### config.mk
export PLATFORM = sky130hd
export DESIGN_NAME = delay_line_var
export DESIGN_NICKNAME = d
export VERILOG_FILES = /design/src/rtl/delay_pkg.sv /design/src/rtl/delay_stage.sv /design/src/rtl/delay_line_var.sv
export SDC_FILE = /design/constraint.sdc
export NUM_CORES = 1
export LEC_CHECK = 0
export ABC_AREA = 1
export CAP_MARGIN = 10
export CORE_MARGIN = 2
export CORE_UTILIZATION = 36
export CTS_CLUSTER_DIAMETER = 120
export DETAILED_ROUTE_END_ITERATION = 10
export DONT_BUFFER_PORTS = 1
export PLACE_DENSITY_LB_ADDON = 0.2
export SYNTH_ARGS = -nofsm -noshare
export SYNTH_HDL_FRONTEND = slang
export SYNTH_SLANG_ARGS = --single-unit
### constraint.sdc
create_clock -name clk -period 3.7 [get_ports clk]
set_input_delay 0.37 -clock clk [delete_from_list [all_inputs] [get_ports clk]]
set_output_delay 0.37 -clock clk [all_outputs]
set_load 0.05 [all_outputs]
### src/rtl/delay_pkg.sv
// delay_pkg: shared width default and delay clamping helper for the variable delay line
package delay_pkg;
  localparam int DEFAULT_DATA_W = 25;
  function automatic int clamp_delay(input int sel, input int max);
    return (sel == 0) ? 1 : ((sel > max) ? max : sel);
  endfunction
endpackage

### src/rtl/delay_stage.sv
// delay_stage: one data+valid register of the delay chain with enable, flush and reset
module delay_stage import delay_pkg::*; #(
  parameter int W = DEFAULT_DATA_W
) (
  input  logic         clk,
  input  logic         reset,
  input  logic         en,
  input  logic         flush,
  input  logic [W-1:0] i_data,
  input  logic         i_valid,
  output logic [W-1:0] o_data,
  output logic         o_valid
);
  logic [W-1:0] r_data;
  logic         r_valid;
  // Flush kills the tag whether or not the stage shifts; data itself is never cleared by flush
  always_ff @(posedge clk)
    if (reset) begin
      r_data  <= '0;
      r_valid <= 1'b0;
    end else begin
      if (en) r_data <= i_data;
      r_valid <= (en ? i_valid : r_valid) & ~flush;
    end
  assign o_data  = r_data;
  assign o_valid = r_valid;
endmodule

### src/rtl/delay_line_var.sv
// delay_line_var: run-time selectable signed sample delay (1..MAX_DELAY) with valid tags,
// stall, flush and a settling flag that masks the output while the tap moves.
module delay_line_var import delay_pkg::*; #(
  parameter int DATA_W        = DEFAULT_DATA_W,
  parameter int MAX_DELAY     = 16,
  parameter int DEFAULT_DELAY = 6,
  parameter int SEL_W         = $clog2(MAX_DELAY + 1)
) (
  input  logic                     clk,
  input  logic                     reset,
  input  logic                     en,
  input  logic                     flush,
  input  logic signed [DATA_W-1:0] data_in,
  input  logic                     valid_in,
  input  logic        [SEL_W-1:0]  delay_sel,
  output logic signed [DATA_W-1:0] data_out,
  output logic                     valid_out,
  output logic                     settling
);
  logic [DATA_W-1:0] w_din   [MAX_DELAY];
  logic              w_vin   [MAX_DELAY];
  logic [DATA_W-1:0] w_data  [MAX_DELAY];
  logic              w_valid [MAX_DELAY];
  logic [SEL_W-1:0]  w_eff, w_cnt_nxt, r_cur_delay, r_cnt;
  logic [DATA_W-1:0] w_dsel;
  logic              w_vsel, r_settling;

  for (genvar g = 0; g < MAX_DELAY; g++) begin : g_stage
    if (g == 0) begin : g_head
      assign w_din[g] = data_in;
      assign w_vin[g] = valid_in;
    end else begin : g_body
      assign w_din[g] = w_data[g-1];
      assign w_vin[g] = w_valid[g-1];
    end
    delay_stage #(.W(DATA_W)) u_stage (
      .clk(clk), .reset(reset), .en(en), .flush(flush),
      .i_data(w_din[g]), .i_valid(w_vin[g]),
      .o_data(w_data[g]), .o_valid(w_valid[g])
    );
  end

  assign w_eff = SEL_W'(clamp_delay(int'(delay_sel), MAX_DELAY));

  // Change detection runs every cycle so a stalled pipe still notices a new tap
  assign w_cnt_nxt = flush                  ? '0 :
                     (w_eff != r_cur_delay) ? w_eff :
                     (en && r_cnt != '0)    ? r_cnt - SEL_W'(1) : r_cnt;

  always_ff @(posedge clk)
    if (reset) begin
      r_cur_delay <= SEL_W'(DEFAULT_DELAY);
      r_cnt       <= '0;
      r_settling  <= 1'b0;
    end else begin
      r_cur_delay <= w_eff;
      r_cnt       <= w_cnt_nxt;
      r_settling  <= (w_cnt_nxt != '0);
    end

  always_comb begin
    w_dsel = '0;
    w_vsel = 1'b0;
    for (int k = 0; k < MAX_DELAY; k++)
      if (r_cur_delay == SEL_W'(k + 1)) begin
        w_dsel = w_data[k];
        w_vsel = w_valid[k];
      end
  end

  assign data_out  = w_dsel;
  assign valid_out = w_vsel & ~r_settling;
  assign settling  = r_settling;
endmodule
Word level (Yosys, flattened, before mapping)
Index checks and enable logic that the tools add are counted.
{"block": "word_totals", "register_bits": 427, "out_inout_bits": 27, "wordCells": 130}
{"block": "op_classes", "addsub": 1, "n_lt_le_gt_ge": 1, "eq_ne": 17, "muxes": 53, "bitwise": 19, "n_reduce_logical": 4}
{"operator": "two-way mux 25 bit", "n": 16}
{"operator": "== test 5 x 4 -> 1 bit (second input constant)", "n": 8}
{"operator": "two-way mux 1 bit", "n": 32}
{"operator": "two-way mux 5 bit", "n": 5}
{"operator": "== test 5 x 3 -> 1 bit (second input constant)", "n": 4}
{"operator": "bitwise AND 1 bit", "n": 17}
{"operator": "== test 5 x 2 -> 1 bit (second input constant)", "n": 2}
{"operator": "nonzero test 5 bit", "n": 2}
{"operator": "== test 5 x 1 -> 1 bit (second input constant)", "n": 1}
{"operator": "== test 5 bit (second input constant)", "n": 1}
{"operator": "greater-than comparator 5 bit (second input constant)", "n": 1}
{"operator": "zero test 5 bit", "n": 1}
{"operator": "!= test 5 bit", "n": 1}
{"operator": "subtractor 5 x 1 -> 5 bit (second input constant)", "n": 1}
{"operator": "NOT 1 bit", "n": 2}
{"operator": "logical AND 1 bit", "n": 1}

Longest topological paths before layout
{"block": "logic_depth", "word_depth": 18, "ltp_mapped": 15, "depth_no_buf": 14}

Cells and area by module
From an unflattened synthesis, not the netlist that was laid out.
{"block": "unflattened", "cells_unflattened": 3528, "area_unflattened_um2": 22130.0}
{"module": "delay_stage", "instances": 16, "cells_each": 166, "area_each_um2": 1121.1}
{"module": "delay_line_var", "instances": 1, "cells_each": 872, "area_each_um2": 4192.8}

Worst setup path after synthesis
OpenSTA, ideal clock, no wires.
{"block": "synth_timing", "path_kind": "register to output", "from": "register r_cur_delay[1]", "to": "output port valid_out", "t_arrival_ns": 2.083, "required_time_ns": 3.330, "slack_ns": 1.247, "path_stages_with_launch": 10, "n_path_buf": 2, "path_cell_list": "dfxtp_1 buf_2 inv_1 nand3_1 nor2_1 clkbuf_1 nand2_1 nand4_1 nor2_1 nor2_1"}
{"block": "synth_via", "elab_chain_cells": 18, "elab_cells_between_ends": 33, "cone_classes": "eq/ne (16); mux (16); bitwise (1)"}
{"item": "start: declaration", "line": "delay_line_var.sv:24", "source": "logic [SEL_W-1:0] w_eff, w_cnt_nxt, r_cur_delay, r_cnt;"}
{"item": "start signal: assignment", "line": "delay_line_var.sv:52", "source": "r_cur_delay <= SEL_W'(DEFAULT_DELAY);"}
{"item": "start signal: assignment", "line": "delay_line_var.sv:56", "source": "r_cur_delay <= w_eff;"}
{"item": "== test 5 x 1 -> 1 bit", "line": "delay_line_var.sv:65", "source": "if (r_cur_delay == SEL_W'(k + 1)) begin"}
{"item": "two-way mux 1 bit (15 in a row)", "line": "delay_line_var.sv:65"}
{"item": "two-way mux 1 bit *", "line": "delay_line_var.sv:65"}
{"item": "bitwise AND 1 bit *", "line": "delay_line_var.sv:72", "source": "assign valid_out = w_vsel & ~r_settling;"}
{"item": "end: declaration", "line": "delay_line_var.sv:17", "source": "output logic valid_out,"}
Mark *: on every way between the ends. The rest lies on a longest branch, timed or not.

Final worst setup path
{"block": "layout_timing", "from": "register r_cur_delay[4]", "to": "output port data_out[8]"}
{"block": "layout_via", "elab_chain_cells": 17, "elab_cells_between_ends": 32, "cone_classes": "eq/ne (16); mux (16)"}
{"item": "== test 5 x 1 -> 1 bit", "line": "delay_line_var.sv:65"}
{"item": "two-way mux 25 bit (15 in a row)", "line": "delay_line_var.sv:65"}
{"item": "two-way mux 25 bit *", "line": "delay_line_var.sv:65"}
{"item": "end: declaration", "line": "delay_line_var.sv:16", "source": "output logic signed [DATA_W-1:0] data_out,"}
Marks and branches as above.

==> flow_summary.toml <==
[status]
status = "finished, final reports clean"

[detailed_routing]
wl_met2_um = 25300
route.detailed.drc = 0
wl_met3_um = 1960
drtIter0Drc = 1248
dr.pass1.iters = 5
wl_per_cell_um = 16.0
top_layer_used = "met4"
routed_wl_um = 53600
avgViaCountPerCell = 5.02
met1Wirelength_um = 24900
vias = 16800
final_antenna_net_count = 0

[grt]
grt_pass1_wl_um = 85800
first_global_vias = 15800
grt_max_degree = 340
antenna_found_initial = 0
overflow = 0
grt_usage_pct = 20.2

[floorplanning]
die_w_um = 228
pin_count = 62
core_area_um2 = 49900
rows = 82
dieHeight_um = 228
initial_core_util_pct = 36.2
die_area_um2 = 52000

[yosys]
synth_xor_area_share_pct = 0.242
synth.area.top_cells = "dfxtp_1, nor2_1, o21ai_0, nand2_1, a21oi_1"
syn_inst = 2656
yosysMostFrequentCell = "nor2_1"
synth_ff_type = "dfxtp_1"
synth_edf_count = 0
ys_seq_area_share_pct = 47.3
synth_top_family_by_area = "simple AND/OR/NAND/NOR gates"
synth_area_leader_cell = "dfxtp_1"
ys_types = 25
syn_nets = 2692
synth_top_area_share_pct = 47.3
synth_common_cells = "nor2_1, nand2_1, dfxtp_1"
synth_area_um2 = 18100
yosys.area_share.simple_pct = 31.1
synth_compound_gate_area_share_pct = 15.0
synth_warnings = 0
ys_ff_latch = 427
avgSynthCellArea_um2 = 6.81
ys_async_sr_fraction_pct = 0
synth_fa_ha_area_share_pct = 0.0692
synth_mux_area_share_pct = 0

[worst_setup_path]
max_stage_delay_ns = 0.45
r2r-start = "r_cnt[0]"
critPathKind = "flip-flop to output port"
slowest_stage = "dfxtp_1"
worstPathCellList = "clkinvlp_4 > buf_4 > nand3_2 > buf_4 > nor2_1 > nor2_1 > nand4_1 > nand2_1 > nand4_1 > nor2_1 > nand4_1 > nand2_1 > nand2_1 > buf_12"
worst-path-stages = 14
path_delay_family = "simple AND/OR/NAND/NOR gates"
arrival_ns = 3.20
crit_end = "data_out[8]"
crit_start = "r_cur_delay[4]"
required_ns = 3.33
critical_path_buf_inv_count = 4
worst-r2r-cell-count = 12
cp-start-kind = "flip-flop"
r2r_setup_slack_ns = 1.32
path_max_fanout = 15
r2r_end = "r_cnt[1]"
critPathCaptureType = "output port"

[final_layout]
finish.net_count = 2669
drive_above_1_share_pct = 7.34
n_antenna_cell = 0
syn2layout_area_growth_pct = 16.4
finalInstanceArea_um2 = 21000

[clock_tree]
cts.clk_slew.worst_paths_ns = 0.06
numClockSinks = 427
worst_skew_pair.late_latency_ns = 0.59
cts_root_buf = "clkbuf_16"
clock_path_buffers = 3
cts_tree = "yes"
ctsHtreeMaxLevel = 2
numCtsBuffers = 46

[placement]
gp_congestion = 0.822
port_buffers = 0
dp_hpwl_um = 32100
dp_slack_ns = 0.233
placed_cell_area_um2 = 18900

[timing]
period_minus_slack_ns = 3.57
setup_viol = 0
worstMarginPinSlew_ns = 0.918
finalWorstSetupSlack_ns = 0.132
fin_worst_skew_ns = 0.0175
tns_ns = 0
fmax_ghz = 0.280
max_slew_margin_pct = 38.6
rsz0062_at_grt = "true"
slew_violations = 0
fin_crit_sh_pct = 96.4
hold_viol_final = 0

[hold_path]
whs_path_depth = 2
hold_class = "input pin to flip-flop"

[job]
max-cap-violations = 0

[pwr]
power.density_nw_per_um2 = 514
leakage_nw = 8.71
total_power_mw = 10.8
vdd_drop_max_uv = 297
flip-flops by register name (all words and copies together), names as in the netlist:
register / flops
r_cur_delay: 5
r_cnt: 5
g_stage.u_stage.o_valid: 16
settling: 1
g_stage.u_stage.o_data: 400
cells in the final DEF, fill, tap and decap left out, types with 2 or more instances in the layout:
master,instances
a21oi_1,113
buf_12,22
buf_4,48
bufinv_16,2
clkbuf_1,12
clkbuf_16,46
clkbuf_8,14
clkinv_2,6
clkinv_8,2
clkinvlp_4,2
dfxtp_1,426
dlygate4sd3_1,35
inv_1,114
inv_6,2
inv_8,2
nand2_1,433
nand3_1,27
nand3_4,2
nand4_1,88
nor2_1,764
nor2_2,5
nor2_4,6
nor3_1,5
nor3b_1,2
o21ai_0,425
or2_0,21
or2_2,30
xnor2_1,2
xor2_1,3
cell families after synthesis:
logic type | Yosys count
AOI/OAI and AO/OA | 540
DFF | 427
xor gates and xnor gates | 5
and+or+nand+nor | 1385
buffers and inverters | 298
adders and majority gates | 1
layout make-up:
| type | instances | area (µm²) |
|---|---|---|
| Timing Repair Buffer | 106 | 1180 |
| Multi-Input combinational cell | 1932 | 8460 |
| Inverter | 120 | 485 |
| Tap cell | 672 | 841 |
| Sequential cell | 427 | 8550 |
| Fill cell | 5167 | 28800 |
| Clock inverter | 12 | 133 |
| Clock buffer | 72 | 1390 |
stage by stage:
| stage | utilization [%] | cells | hold slack [ns] |
|---|---|---|---|
| floorplan | - | 2656 | 0.445 |
| global placement | 38.0 | 3211 | 0.449 |
| detailed placement | 38.0 | 3211 | 0.448 |
| CTS | 42.0 | 3333 | 0.00139 |
| global route | 42.2 | 3341 | 0.00559 |
| finish | 42.2 | 3341 | 0.00153 |
where the power goes:
group          switching, mW  leakage (nW)  internal [mW]
sequential             0.211          3.53           4.89
combinational          0.704          4.43          0.388
clock                   1.91         0.753           2.72
per-layer routing:
layer	vias up	track usage (%)
met1	7955	26.6
met4	0	6.17
met2	245	34.2
met3	85	3.11
li1	8488	-
met5	-	0
worst min path at each step:
stage | startpoint | endpoint | slack, ns
floorplan | g_stage[2].u_stage.o_valid | g_stage[2].u_stage.o_valid | 0.45
detailed placement | reset | r_cnt[1] | 0.45
global placement | reset | r_cnt[4] | 0.45
CTS | en | g_stage[13].u_stage.o_data[14] | 0.001
global route | data_in[6] | g_stage[0].u_stage.o_data[6] | 0.006
finish | en | g_stage[6].u_stage.o_data[23] | 0.002
timing repair:
item                                   in CTS  in global routing
setup buffers                               3                  5
endpoints found under the hold margin      82                  4
setup endpoints to repair                  26                 26
hold buffers                               35                  2
gates resized for setup                     9                 12
pin swaps                                   1                  2
cloned                                      0                  1
Note: power is estimated with default switching activity, not from simulation.
